[config.mk]
export PLATFORM = sky130hd
export DESIGN_NAME = cpu_icache
export DESIGN_NICKNAME = d
export VERILOG_FILES = /design/src/rtl/cpu_icache_pkg.sv /design/src/rtl/cpu_icache_fill.sv /design/src/rtl/cpu_icache.sv
export SDC_FILE = /design/constraint.sdc
export NUM_CORES = 2
export LEC_CHECK = 0
export CORE_MARGIN = 4
export CORE_UTILIZATION = 25
export DETAILED_ROUTE_END_ITERATION = 12
export PLACE_DENSITY = 0.48
export SYNTH_ARGS = -nofsm -noshare
export SYNTH_HDL_FRONTEND = slang
export SYNTH_HIERARCHICAL = 1
export SYNTH_SLANG_ARGS = --single-unit
[constraint.sdc]
create_clock -name clk -period 6.78 [get_ports clk]
set_clock_uncertainty 0.15 [all_clocks]
set_input_delay 1.695 -clock clk [delete_from_list [all_inputs] [get_ports clk]]
set_output_delay 1.695 -clock clk [all_outputs]
set_load 0.02 [all_outputs]
[src/rtl/cpu_icache_pkg.sv]
// cpu_icache_pkg: shared state encoding, default geometry and constants for the instruction cache
package cpu_icache_pkg;
  typedef enum logic {IDLE, FILL} state_t;
  localparam int LINES_DEF = 16;
  localparam int WORDS_DEF = 4;
  localparam int OFF_W = $clog2(WORDS_DEF);
  localparam int IDX_W = $clog2(LINES_DEF);
  localparam int TAG_W = 30 - OFF_W - IDX_W;
  localparam logic [31:0] NOP = 32'h0;
endpackage

[src/rtl/cpu_icache_fill.sv]
// cpu_icache_fill: miss/refill sequencer driving the word-read bus and the array write strobes
module cpu_icache_fill import cpu_icache_pkg::*; #(
  parameter int WORDS = WORDS_DEF
) (
  input  logic                       clk,
  input  logic                       rst,
  input  logic                       miss,
  input  logic                       inv,
  input  logic                       mem_ack,
  input  logic [29-$clog2(WORDS):0]  line,
  output logic                       idle,
  output logic                       we,
  output logic                       last,
  output logic                       set_valid,
  output logic                       mem_req,
  output logic [31:0]                mem_addr,
  output logic [29-$clog2(WORDS):0]  wr_line,
  output logic [$clog2(WORDS)-1:0]   wr_off
);
  localparam int OW = $clog2(WORDS);
  state_t state;
  logic [OW-1:0] count;
  logic discard;
  assign idle = state == IDLE;
  assign we = state == FILL && mem_ack;
  assign last = we && count == OW'(WORDS - 1);
  // an inv on the final ack must also keep the line invalid
  assign set_valid = last && !discard && !inv;
  assign wr_off = count;
  always_ff @(posedge clk or negedge rst)
    if (!rst) begin
      state <= IDLE;
      count <= '0;
      discard <= 1'b0;
      mem_req <= 1'b0;
      mem_addr <= '0;
      wr_line <= '0;
    end else if (idle) begin
      discard <= 1'b0;
      if (miss) begin
        state <= FILL;
        wr_line <= line;
        count <= '0;
        mem_req <= 1'b1;
        mem_addr <= {line, OW'(0), 2'b00};
      end
    end else begin
      if (inv) discard <= 1'b1;
      if (mem_ack) begin
        count <= count + OW'(1);
        mem_addr <= {wr_line, count + OW'(1), 2'b00};
        if (last) begin
          state <= IDLE;
          mem_req <= 1'b0;
        end
      end
    end
endmodule

[src/rtl/cpu_icache.sv]
// cpu_icache: direct-mapped instruction cache with combinational hit path and whole-line refill
module cpu_icache import cpu_icache_pkg::*; #(
  parameter int LINES = LINES_DEF,
  parameter int WORDS = WORDS_DEF
) (
  input  logic        clk,
  input  logic        rst,
  input  logic [31:0] imem_addr,
  output logic [31:0] iin,
  output logic        stall,
  input  logic        inv,
  output logic        mem_req,
  output logic [31:0] mem_addr,
  input  logic        mem_ack,
  input  logic [31:0] mem_data
);
  localparam int OW = $clog2(WORDS);
  localparam int IW = $clog2(LINES);
  localparam int TW = 30 - OW - IW;
  localparam int LW = 30 - OW;
  logic [LINES-1:0] valid;
  logic [TW-1:0] tags [LINES];
  logic [31:0] data [LINES*WORDS];
  logic idle, we, last, set_valid, hit, unused_bits;
  logic [LW-1:0] wr_line;
  logic [OW-1:0] wr_off, off;
  logic [IW-1:0] idx;
  logic [TW-1:0] tag;
  assign off = imem_addr[2 +: OW];
  assign idx = imem_addr[2+OW +: IW];
  assign tag = imem_addr[31 -: TW];
  assign unused_bits = ^imem_addr[1:0];
  assign hit = idle && valid[idx] && tags[idx] == tag;
  // during reset the fetch stage must see a free-running nop, not a stall
  assign stall = rst && !hit;
  assign iin = hit ? data[{idx, off}] : NOP;
  cpu_icache_fill #(.WORDS(WORDS)) u_fill (
    .clk(clk),
    .rst(rst),
    .miss(!hit),
    .inv(inv),
    .mem_ack(mem_ack),
    .line(imem_addr[31:2+OW]),
    .idle(idle),
    .we(we),
    .last(last),
    .set_valid(set_valid),
    .mem_req(mem_req),
    .mem_addr(mem_addr),
    .wr_line(wr_line),
    .wr_off(wr_off)
  );
  always_ff @(posedge clk or negedge rst)
    if (!rst) valid <= '0;
    else begin
      if (inv) valid <= '0;
      if (set_valid) valid[wr_line[IW-1:0]] <= 1'b1;
    end
  always_ff @(posedge clk) begin
    if (we) data[{wr_line[IW-1:0], wr_off}] <= mem_data;
    if (last) tags[wr_line[IW-1:0]] <= wr_line[LW-1:IW];
  end
endmodule

==> load_flow_metrics.sql <==
INSERT INTO impl_metrics (metric_group, metric, value, unit) VALUES
('floorplanning', 'ioPinCount', '134', ''),
('floorplanning', 'die_x', '633', 'µm'),
('synthesis', 'ys_ff_latch', '2509', ''),
('run', 'drv_cap', '0', ''),
('cts', 'cts_made_buffers', '275', ''),
('synthesis', 'synth-main-ff-cell', 'sky130_fd_sc_hd__edfxtp_1', ''),
('floorplanning', 'num_rows', '229', ''),
('floorplanning', 'core_region_area', '389000', 'µm²'),
('pwr', 'max-vdd-ir-drop', '0.000186', 'V'),
('layout', 'final_nets', '4598', ''),
('setup_path', 'critical_path_arrival', '4.86', 'ns'),
('setup_path', 'max_stage_delay', '0.60', 'ns'),
('setup_path', 'critical_path_required', '4.93', 'ns'),
('sta', 'max_clock_freq', '149', 'MHz'),
('synthesis', 'async_reset_ff_share', '3.07', '%'),
('synthesis', 'yosysUniqueCellTypes', '69', ''),
('global_routing', 'grt_pass1_vias', '47720', ''),
('synthesis', 'avgSynthCellArea', '24.0', 'µm²'),
('pwr', 'power_density', '313', 'nW/µm²'),
('cts', 'clockRootBuffer', 'sky130_fd_sc_hd__clkbuf_16', ''),
('hold_path', 'holdCritPathClass', 'reg2reg', ''),
('setup_path', 'critical_path_fanout_max', '14', ''),
('layout', 'layout.cell_area.non_filler', '116000', 'µm²'),
('global_routing', 'grt_max_degree', '65', ''),
('floorplanning', 'floorplan.die_area', '400000', 'µm²'),
('global_routing', 'grt_antenna_before_repair', '24', ''),
('sta', 'portion_of_the_clock_cycle_consumed_by_the_worst_path_in_the_final_layout', '98.8', '%'),
('synthesis', 'synthSimpleGateAreaFrac', '1.37', '%'),
('cts', 'tritoncts', 'yes', ''),
('synthesis', 'synth_compound_area_share', '0.630', '%'),
('synthesis', 'fraction_of_the_yosys_area_taken_by_sequential_cells', '76.9', '%'),
('place', 'placement.io_buffers', '129', ''),
('cts', 'post_cts_hold_buffer_count', '0', ''),
('cts', 'clk_pin_slew_worst_paths', '0.06', 'ns'),
('status', 'status', 'finished, final reports clean', ''),
('layout', 'drive_above_1_share', '34.6', '%'),
('setup_path', 'critical_path_class', 'in2out', ''),
('synthesis', 'post_synth_fa_ha_maj_area_fraction', '0.0128', '%'),
('global_routing', 'overflow', '0', ''),
('setup_path', 'cp-end-kind', 'output port', ''),
('sta', 'relSlewSlack', '15.0', '%'),
('setup_path', 'crit_path_start_kind', 'input port', ''),
('synthesis', 'synthesis.yosys.warnings', '6', ''),
('cts', 'clock_path_buffers', '4', ''),
('cts', 'clock_insertion_delay_worst_skew', '0.82', 'ns'),
('routing', 'post_drt_via_cell_ratio', '4.64', ''),
('floorplanning', 'die_h', '633', 'µm'),
('place', 'globalplace.congestion', '0.764', ''),
('routing', 'firstDrtPassIters', '5', ''),
('global_routing', 'grt_first_pass_wirelength', '391000', 'µm'),
('routing', 'detailroute.via_count', '46129', ''),
('setup_path', 'cp_slowest_cell', 'sky130_fd_sc_hd__or4_4', ''),
('routing', 'drt-total-wl', '282000', 'µm'),
('sta', 'final-setup-viol-count', '0', ''),
('routing', 'routedWlPerCell', '28.4', 'µm'),
('sta', 'hold_violations', '0', ''),
('sta', 'rsz0062_at_grt', 'yes', ''),
('place', 'dpl.hpwl', '161000', 'µm'),
('cts', 'cts_sinks', '2509', ''),
('synthesis', 'synth_area', '97500', 'µm²'),
('sta', 'finalHoldWorstSlack', '0.367', 'ns'),
('global_routing', 'grt_usage', '13.8', '%'),
('cts', 'number_of_h_tree_branching_levels', '5', ''),
('sta', 'maxSlewViolCount', '0', ''),
('sta', 'slew_at_the_pin_closest_to_its_max_slew_limit', '1.27', 'ns'),
('routing', 'drt_iter0_markers', '4649', ''),
('setup_path', 'path_cells', 'buf_2 > mux4_2 > mux2i_1 > mux2i_1 > xnor2_1 > o2111ai_2 > or4_4 > buf_12 > buf_16 > nor4b_2 > buf_4 > buf_12', ''),
('routing', 'post-route-drc-count', '0', ''),
('synthesis', 'post_synth_xor_area_fraction', '0.332', '%'),
('layout', 'areaGrowthSynthToFinish', '19.4', '%'),
('synthesis', 'yosys-mux-area-fraction', '19.5', '%'),
('synthesis', 'synthesis.instances', '4056', ''),
('routing', 'antenna_left', '0', ''),
('synthesis', 'synth_enable_flop_cells', '2432', ''),
('place', 'placedInstanceArea', '108000', 'µm²'),
('sta', 'finalWorstPathRequiredPeriod', '6.70', 'ns'),
('floorplanning', 'floorplan.initialDensity', '25.1', '%'),
('pwr', 'power.leakage', '36.3', 'nW'),
('synthesis', 'main_combinational_cell_family_by_area_after_synthesis', 'multiplexers', '');
flip-flops by register name, summed over array words and instances, names as in the netlist:
signal and count:
data 2048, tags 384, u_fill/discard 1, u_fill/mem_addr 29, u_fill/mem_req 1, u_fill/state 1, u_fill/wr_line 28, u_fill/wr_off 1
valid 16
where the power goes:
group | total, W | switching [W] | internal (W)
Clock | 0.0143 | 0.00600 | 0.00834
Sequential | 0.0187 | 0.000677 | 0.0181
Combinational | 0.00336 | 0.00205 | 0.00131
Yosys cell counts, types with 11 or more instances:
| cell | count | area [µm²] |
|---|---|---|
| sky130_fd_sc_hd__edfxtp_1 | 2432 | 73000 |
| sky130_fd_sc_hd__mux4_2 | 742 | 16700 |
| sky130_fd_sc_hd__mux2i_1 | 161 | 1610 |
| sky130_fd_sc_hd__nor2_1 | 104 | 390 |
| sky130_fd_sc_hd__clkbuf_1 | 94 | 353 |
| sky130_fd_sc_hd__dfrtp_1 | 77 | 1930 |
| sky130_fd_sc_hd__buf_1 | 50 | 188 |
| sky130_fd_sc_hd__buf_2 | 39 | 195 |
| sky130_fd_sc_hd__inv_1 | 25 | 93.8 |
| sky130_fd_sc_hd__nor4b_2 | 23 | 345 |
| sky130_fd_sc_hd__buf_4 | 21 | 158 |
| sky130_fd_sc_hd__mux2_4 | 20 | 300 |
| sky130_fd_sc_hd__nand2_1 | 20 | 75.1 |
| sky130_fd_sc_hd__buf_6 | 19 | 214 |
| sky130_fd_sc_hd__o22ai_1 | 19 | 119 |
| sky130_fd_sc_hd__xnor2_1 | 19 | 166 |
| sky130_fd_sc_hd__mux2_2 | 18 | 203 |
| sky130_fd_sc_hd__xor2_1 | 18 | 158 |
| sky130_fd_sc_hd__nand3_1 | 16 | 80.1 |
| sky130_fd_sc_hd__a21oi_1 | 14 | 70.1 |
| sky130_fd_sc_hd__a22oi_1 | 14 | 105 |
| sky130_fd_sc_hd__nor2b_1 | 11 | 68.8 |
layer usage:
metal / global-route usage (%) / wire length [µm] / share of wire [%]
met4: 3.50 / 7380 / 2.6
met1: 19.2 / 123000 / 44
met3: 2.11 / 15600 / 5.5
met2: 22.5 / 136000 / 48
met5: 0 / 0 / 0
stage by stage:
step | utilization (%) | power [W] | std cells | setup slack [ns] | setup TNS (ns)
final | 29.9 | 0.0364 | 9932 | 0.0797 | 0
after global routing | 29.9 | 0.0378 | 9929 | -0.0672 | -0.447
after CTS | 29.9 | 0.0369 | 9918 | 0.0108 | 0
after detailed placement | 27.7 | 0.0225 | 9434 | -0.221 | -2.05
after global placement | 27.7 | 0.0224 | 9434 | -0.231 | -1.81
after floorplan | - | 0.0205 | 4057 | 0.604 | 0
worst max-delay path, delay by kind of cell:
| kind | cells | cell delay [ns] |
|---|---|---|
| simple gates | 2 | 0.89 |
| mux | 3 | 0.69 |
| buf+inv | 5 | 1.05 |
| xor+xnor | 1 | 0.24 |
| compound gates | 1 | 0.24 |
kinds of logic after synthesis:
kind of cell | Yosys count
AO/OA/AOI/OAI | 87
XOR/XNOR | 37
adder cells (fa/ha/maj) | 1
buffers and inverters | 256
flip-flops | 2509
multiplexers | 947
other | 1
AND/OR/NAND/NOR | 218
layout by cell type, fill, tap and decap left out, types with 13 or more instances in the layout:
cell / count
sky130_fd_sc_hd__mux4_2: 742
sky130_fd_sc_hd__a21oi_1: 14
sky130_fd_sc_hd__mux2_2: 18
sky130_fd_sc_hd__xnor2_1: 19
sky130_fd_sc_hd__o22ai_1: 19
sky130_fd_sc_hd__inv_1: 25
sky130_fd_sc_hd__nand3_1: 15
sky130_fd_sc_hd__buf_4: 240
sky130_fd_sc_hd__clkinv_2: 35
sky130_fd_sc_hd__clkbuf_16: 286
sky130_fd_sc_hd__nor2_1: 24
sky130_fd_sc_hd__clkinv_1: 54
sky130_fd_sc_hd__edfxtp_1: 2432
sky130_fd_sc_hd__clkdlybuf4s50_1: 56
sky130_fd_sc_hd__bufinv_16: 16
sky130_fd_sc_hd__xor2_1: 18
sky130_fd_sc_hd__mux2i_1: 161
sky130_fd_sc_hd__nor4b_2: 19
sky130_fd_sc_hd__buf_12: 81
sky130_fd_sc_hd__a22oi_1: 13
sky130_fd_sc_hd__nand2_1: 20
sky130_fd_sc_hd__mux2_4: 20
sky130_fd_sc_hd__dfrtp_1: 76
sky130_fd_sc_hd__clkbuf_1: 64
sky130_fd_sc_hd__nor2_4: 80
sky130_fd_sc_hd__buf_2: 34
layout make-up:
type                       instances  area, µm²
multi-input combinational       1292      22000
fill                           37513     272000
timing repair buffer             424       4390
tap                             5197       6500
clock buffer                     355       7430
sequential                      2509      75000
inverter                          27        111
clock inverter                   124       1060
antenna                            4       10.0
path summary, 6_finish.rpt:
path / endpoint / slack, ns / start / depth (start not counted)
worst max-delay path: iin[21] / 0.08 / imem_addr[7] / 12
worst min-delay path: u_fill/discard / 0.37 / u_fill/discard / 2
worst max register to register: u_fill/wr_line[27] / 2.26 / tags[12][8] / 11
worst min register to register: u_fill/discard / 0.37 / u_fill/discard / 2
max in group asynchronous: u_fill/state / 4.70 / rst / 2
min in group asynchronous: u_fill/mem_addr[27] / 0.68 / rst / 1
repair_timing:
item / in CTS / in global routing
setup endpoints to repair: 33 / 30
pin swaps: 2 / 3
gates cloned: 0 / 3
gates resized for setup: 10 / 16
buffers inserted: 5 / 7
No activity file was read; power rests on OpenSTA's default activity.
